--- src/rtl/keypad_pkg.sv ---
// Keypad scanner shared types and key map.
// Holds the scan FSM states and the row/column to hex code lookup.
package keypad_pkg;

  typedef enum logic [1:0] {
    SCAN,
    DEBOUNCE,
    HELD,
    RELEASE
  } scan_state_t;

  function automatic logic [3:0] key_code(
    input logic [1:0] row,
    input logic [1:0] col
  );
    logic [3:0] code;
    case ({row, col})
      4'd0:    code = 4'h1;
      4'd1:    code = 4'h2;
      4'd2:    code = 4'h3;
      4'd3:    code = 4'hA;
      4'd4:    code = 4'h4;
      4'd5:    code = 4'h5;
      4'd6:    code = 4'h6;
      4'd7:    code = 4'hB;
      4'd8:    code = 4'h7;
      4'd9:    code = 4'h8;
      4'd10:   code = 4'h9;
      4'd11:   code = 4'hC;
      4'd12:   code = 4'hE;
      4'd13:   code = 4'h0;
      4'd14:   code = 4'hF;
      default: code = 4'hD;
    endcase
    return code;
  endfunction

endpackage

--- src/rtl/keypad_scanner_sync.sv ---
// Two-flop synchronizer for asynchronous inputs.
// Both stages reset to all ones (idle, pulled-up level).
module sync_2ff #(
  parameter int WIDTH = 4
) (
  input  logic             clk,
  input  logic             reset,
  input  logic [WIDTH-1:0] d,
  output logic [WIDTH-1:0] q
);

  logic [WIDTH-1:0] meta;

  // Two-stage capture of the asynchronous input
  always_ff @(posedge clk) begin
    if (reset) begin
      meta <= '1;
      q    <= '1;
    end else begin
      meta <= d;
      q    <= meta;
    end
  end

endmodule

--- src/rtl/keypad_scanner.sv ---
// 4x4 keypad scanner with debounce.
// Registers one hex digit per physical press, keeps the last two.
module keypad_scanner
  import keypad_pkg::*;
#(
  parameter int SCAN_COUNT     = 48000,
  parameter int DEBOUNCE_COUNT = 960000
) (
  input  logic       clk,
  input  logic       reset,
  input  logic [3:0] rows,
  output logic [3:0] cols,
  output logic [3:0] digit_recent,
  output logic [3:0] digit_prev,
  output logic       key_valid
);

  localparam int MAXC = (SCAN_COUNT > DEBOUNCE_COUNT) ?
                        SCAN_COUNT : DEBOUNCE_COUNT;
  localparam int CW   = (MAXC > 1) ? $clog2(MAXC) : 1;
  localparam logic [CW-1:0] SCAN_LAST = CW'(SCAN_COUNT - 1);
  localparam logic [CW-1:0] DEB_LAST  = CW'(DEBOUNCE_COUNT - 1);

  logic [3:0] rows_s;

  scan_state_t state_q, state_d;
  logic [CW-1:0] cnt_q, cnt_d;
  logic [1:0]    col_q, col_d;
  logic [1:0]    row_q, row_d;
  logic [3:0]    rec_q, rec_d;
  logic [3:0]    prev_q, prev_d;
  logic          kv_q, kv_d;
  logic [1:0]    low_row;

  sync_2ff #(.WIDTH(4)) u_sync (
    .clk   (clk),
    .reset (reset),
    .d     (rows),
    .q     (rows_s)
  );

  // Lowest-index row currently pulled low
  always_comb begin
    low_row = 2'd0;
    for (int r = 3; r >= 0; r--) begin
      if (!rows_s[r]) low_row = 2'(r);
    end
  end

  // State, counter and digit registers
  always_ff @(posedge clk) begin
    if (reset) begin
      state_q <= SCAN;
      cnt_q   <= '0;
      col_q   <= 2'd0;
      row_q   <= 2'd0;
      rec_q   <= 4'h0;
      prev_q  <= 4'h0;
      kv_q    <= 1'b0;
    end else begin
      state_q <= state_d;
      cnt_q   <= cnt_d;
      col_q   <= col_d;
      row_q   <= row_d;
      rec_q   <= rec_d;
      prev_q  <= prev_d;
      kv_q    <= kv_d;
    end
  end

  // Next-state: scan, debounce press, hold, debounce release
  always_comb begin
    state_d = state_q;
    cnt_d   = cnt_q + CW'(1);
    col_d   = col_q;
    row_d   = row_q;
    rec_d   = rec_q;
    prev_d  = prev_q;
    kv_d    = 1'b0;
    unique case (state_q)
      SCAN: begin
        if (cnt_q == SCAN_LAST) begin
          cnt_d = '0;
          if (rows_s != 4'b1111) begin
            row_d   = low_row;
            state_d = DEBOUNCE;
          end else begin
            col_d = col_q + 2'd1;
          end
        end
      end
      DEBOUNCE: begin
        if (rows_s[row_q]) begin
          cnt_d   = '0;
          col_d   = col_q + 2'd1;
          state_d = SCAN;
        end else if (cnt_q == DEB_LAST) begin
          cnt_d   = '0;
          prev_d  = rec_q;
          rec_d   = key_code(row_q, col_q);
          kv_d    = 1'b1;
          state_d = HELD;
        end
      end
      HELD: begin
        cnt_d = '0;
        if (rows_s[row_q]) state_d = RELEASE;
      end
      RELEASE: begin
        if (!rows_s[row_q]) begin
          cnt_d   = '0;
          state_d = HELD;
        end else if (cnt_q == DEB_LAST) begin
          cnt_d   = '0;
          col_d   = col_q + 2'd1;
          state_d = SCAN;
        end
      end
      default: begin
        cnt_d   = '0;
        state_d = SCAN;
      end
    endcase
  end

  assign cols         = ~(4'b0001 << col_q);
  assign digit_recent = rec_q;
  assign digit_prev   = prev_q;
  assign key_valid    = kv_q;

endmodule

--- config.mk ---
export PLATFORM = sky130hd
export DESIGN_NAME = keypad_scanner
export DESIGN_NICKNAME = d
export VERILOG_FILES = /design/src/rtl/keypad_pkg.sv /design/src/rtl/keypad_scanner_sync.sv /design/src/rtl/keypad_scanner.sv
export SDC_FILE = /design/constraint.sdc
export NUM_CORES = 1
export LEC_CHECK = 0
export ABC_AREA = 1
export CELL_PAD_IN_SITES_DETAIL_PLACEMENT = 0
export CELL_PAD_IN_SITES_GLOBAL_PLACEMENT = 1
export CORE_MARGIN = 4
export CORE_UTILIZATION = 41
export CTS_CLUSTER_SIZE = 16
export DETAILED_ROUTE_END_ITERATION = 6
export GPL_TIMING_DRIVEN = 0
export PLACE_DENSITY = 0.87
export SYNTH_ARGS = -nofsm -noshare
export SYNTH_HDL_FRONTEND = slang
export SYNTH_SLANG_ARGS = --single-unit
--- constraint.sdc ---
create_clock -name clk -period 2 [get_ports clk]
set_input_delay 0.2 -clock clk [delete_from_list [all_inputs] [get_ports clk]]
set_output_delay 0.2 -clock clk [all_outputs]
set_load 0.01 [all_outputs]
==> results.txt, run 1 <==
The run finished with clean final reports. The initial utilization of the core area, before any placement, comes to 42.7%. The startpoint identified for the worst register-to-register timing path is cnt_q[0]. The synthesized net count is 316.

The remaining global-route overflow came out at 0. The number of global-route vias before repair is 1695. The post-route netlist has 10.9% of its cells at a drive strength greater than 1.

The number of buffers and inverters on the critical path came out at 3. The post-layout minimum cycle time is 1.89 ns. The final antenna-violating net count came out at 0. In the finished design, the share of the clock period the worst path needs comes to 94.6%.

STA puts the critical path data required time at 1.80 ns. Before antenna repair, the detailed router went through 4 iterations. The count of distinct cell types in the synthesized netlist came out at 28. Once layout is complete, the utilization of the core stands at 50.1%. The worst setup path is launched from a flop. The floorplan step set the die height to just over 80 µm. The beginning of the worst hold path is u_sync.meta[0].

For the final database, setup skew stands at 0.00716 ns. The average instance area after synthesis is 7.24 µm². The final wirelength came out at 4400 µm.

After detailed routing, the average wire length per cell comes to 11.0 µm. The relative slew slack came out at 66.4%. The netlist area before placement came out at 2190 µm². The critical path is of the flop to output port type. The peak supply drop came out at about 0.38 mV. The worst-case clock buffer depth came out at 2. The total negative setup slack is 0 ns. The maximum level of the CTS H-tree is 2. Setup repair after global routing left no endpoint under its margin. The number of DRC markers after the initial detailed-route iteration is 86. The reg2reg setup slack is 0.18 ns. The share of the yosys chip area belonging to registers is 39.2%. STA puts the critical path data arrival time at 1.69 ns. Excluding fillers, the count of instances in the completed layout stands at 400. The CTS clock-pin slew for the worst setup and hold paths is 0.08 ns. Setup violations remaining at the end of the flow were counted as 0. The critical path goes through inv_1, ha_1, inv_1, clkdlybuf4s50_1.

The fmax came out at roughly 530 MHz. The number of hold buffers added after CTS is 0. The half-perimeter wire length after detailed placement came out at 3250 µm. The antenna cell count is 0. The number of buffers inserted during clock tree synthesis came out at 5. The worst hold path terminates at u_sync.q[0]. The hold violation count in the final report came out at 0. The area added between synthesis and finish came out at 17.4%. The maximum fanout along the worst path is 6. Broken down by cell family, the worst path's largest delay share belongs to buffers and inverters. The number of synthesized register bits came out at 43. Power spread over the standard cell area amounts to approximately 580 nW/µm². The core area is approximately 5100 µm². The warning count from the yosys run came out at 0. The slowest stage of the critical path is the clkdlybuf4s50_1 cell.

The endpoint identified for the worst register-to-register timing path is cnt_q[5]. The number of top-level design ports came out at 19. The cell count after synthesis came out at 303. The overall power after layout came out at 1.49 mW. In the layout the commonest cells are nor2_1 (61), nand2_1 (58), dfxtp_1 (41).

The worst-case reg-to-reg path depth came out at 9. The tightest min-delay check is of the flop to flop type. After detailed routing, the number of remaining DRC violations is 0. For this design the static power due to leakage is 1.07 nW. Leaving out fill and tap cells, the most frequent cell in the layout is nor2_1.

The largest single stage delay on the critical path is 0.53 ns. The aggregate global-route resource usage is 15.0%. The worst setup path is captured at an output port.

In this run the horizontal extent of the chip is around 81 µm. The tool flagged a number of max-cap violations equal to 0. At the pin with the least slew margin, the transition time is 0.504 ns. The number of port buffers is 18. The via count of the routed design is 1851.

The cell at the root of the clock tree is clkbuf_8. The number of cells traversed by the worst hold path is 1. The number of nets in the layout is 342.

The row count came out at 26. The clock net in this run drives a total of between 40 and 50 sinks. In the routed layout, each cell is associated on average with a via count of 4.63.

The final weighted congestion in routability-driven placement is 0.841. The maximum number of pins on one net before global-route repair came out at 15. The cell repeated most along the worst path is inv_1. The total die area came out at 6580 µm². The max-slew violation count came out at 0.

The global-route wire length before repair came out at 7730 µm. The number of antenna violations at the first check in global routing came out at 0. Clock latency on the worst-skew pair, taken at its later pin, is 0.29 ns. The instance count after placement with tap cells included came out at 391. TritonCTS built the clock tree.
per-layer routing:
metal / track usage (%) / wire length (µm) / vias up
li1: - / - / 1009
met1: 21.7 / 2370 / 819
met2: 22.0 / 1900 / 21
met3: 3.33 / 108 / 2
met4: 5.07 / 30 / 0
met5: 0 / 0 / -
worst register-to-register path: cells and delay by family (launching register included):
family | cells | cell delay (ns)
adder cells (fa/ha/maj) | 1 | 0.17
flip-flops | 1 | 0.39
buffers and inverters | 1 | 0.15
AND/OR/NAND/NOR | 7 | 1.02
logic make-up after synthesis:
kind of cell               count (synthesis)  share of synthesized area, %
AOI/OAI and AO/OA                         21                          5.48
buffers and inverters                     41                          7.99
adders and majority gates                  7                          3.99
and+or+nand+nor                          175                          36.9
DFF                                       43                          39.2
xor gates and xnor gates                  16                          6.39
synthesized netlist by cell type (all sizes together):
library cell,n,area (µm²)
nand4,9,56.3
nor2,64,253
nand3,22,140
buf,4,36.3
inv,35,131
clkbuf,2,7.51
a21oi,8,40.0
xor2,15,131
ha,7,87.6
or2,8,50.1
o21bai,1,7.51
nor4,1,6.26
dfxtp,43,861
o21ai,9,45.0
xnor2,1,8.76
a211oi,3,27.5
nand2,62,248
nor3,9,56.3
area by class of cell:
cell class	instances	area, µm²
plain buffers	6	43.8
clock buffers	5	68.8
clock inverters	3	20.0
fillers	553	2560
inverters	35	131
multi-input cells	219	1170
flip-flops and latches	43	866
well taps	70	87.6
repair buffers	19	188
repair_timing:
action                                  4_1_cts  5_1_grt
setup buffers                                 0        1
hold endpoints to repair                      0        0
resized for setup                             0        5
endpoints found under the setup margin        0       25
stage by stage:
stage               setup slack (ns)  instance area, µm²  hold slack (ns)
global placement             0.00832                2460            0.392
CTS                         0.000508                2550            0.415
global route                 0.00360                2570            0.434
finish                         0.109                2570            0.412
detailed placement            0.0127                2460            0.395
floorplan                      0.316                2190            0.304
sequential cells by signal, summed over array words and instances (netlist names), named ones only:
register      flops
cnt_q            20
col_q             2
digit_prev        4
digit_recent      4
key_valid         1
row_q             2
state_q           1
u_sync.meta       4
u_sync.q          4
report_power, final:
group          total, mW  internal [mW]  switching, mW
sequential         0.879          0.868         0.0111
combinational     0.0628         0.0306         0.0322
clock              0.552          0.243          0.309
worst max-delay path by stage:
stage,start,to,slack [ns],depth (start not counted)
floorplan,cnt_q[0],cnt_q[11],0.32,9
global placement,cnt_q[0],cnt_q[3],0.008,9
detailed placement,cnt_q[0],cnt_q[13],0.01,9
CTS,cnt_q[0],cnt_q[3],0.0005,9
global route,col_q[0],cols[0],0.004,4
finish,col_q[0],cols[0],0.11,4
No activity file was read; power rests on OpenSTA's default activity.
==> run 2: changes to the inputs <==
- CTS_CLUSTER_DIAMETER: default -> 50
- HOLD_SLACK_MARGIN: default -> 0.05
==> results of run 2 <==
Same layout as run 1: the final DEF is identical, and so are final timing and power.
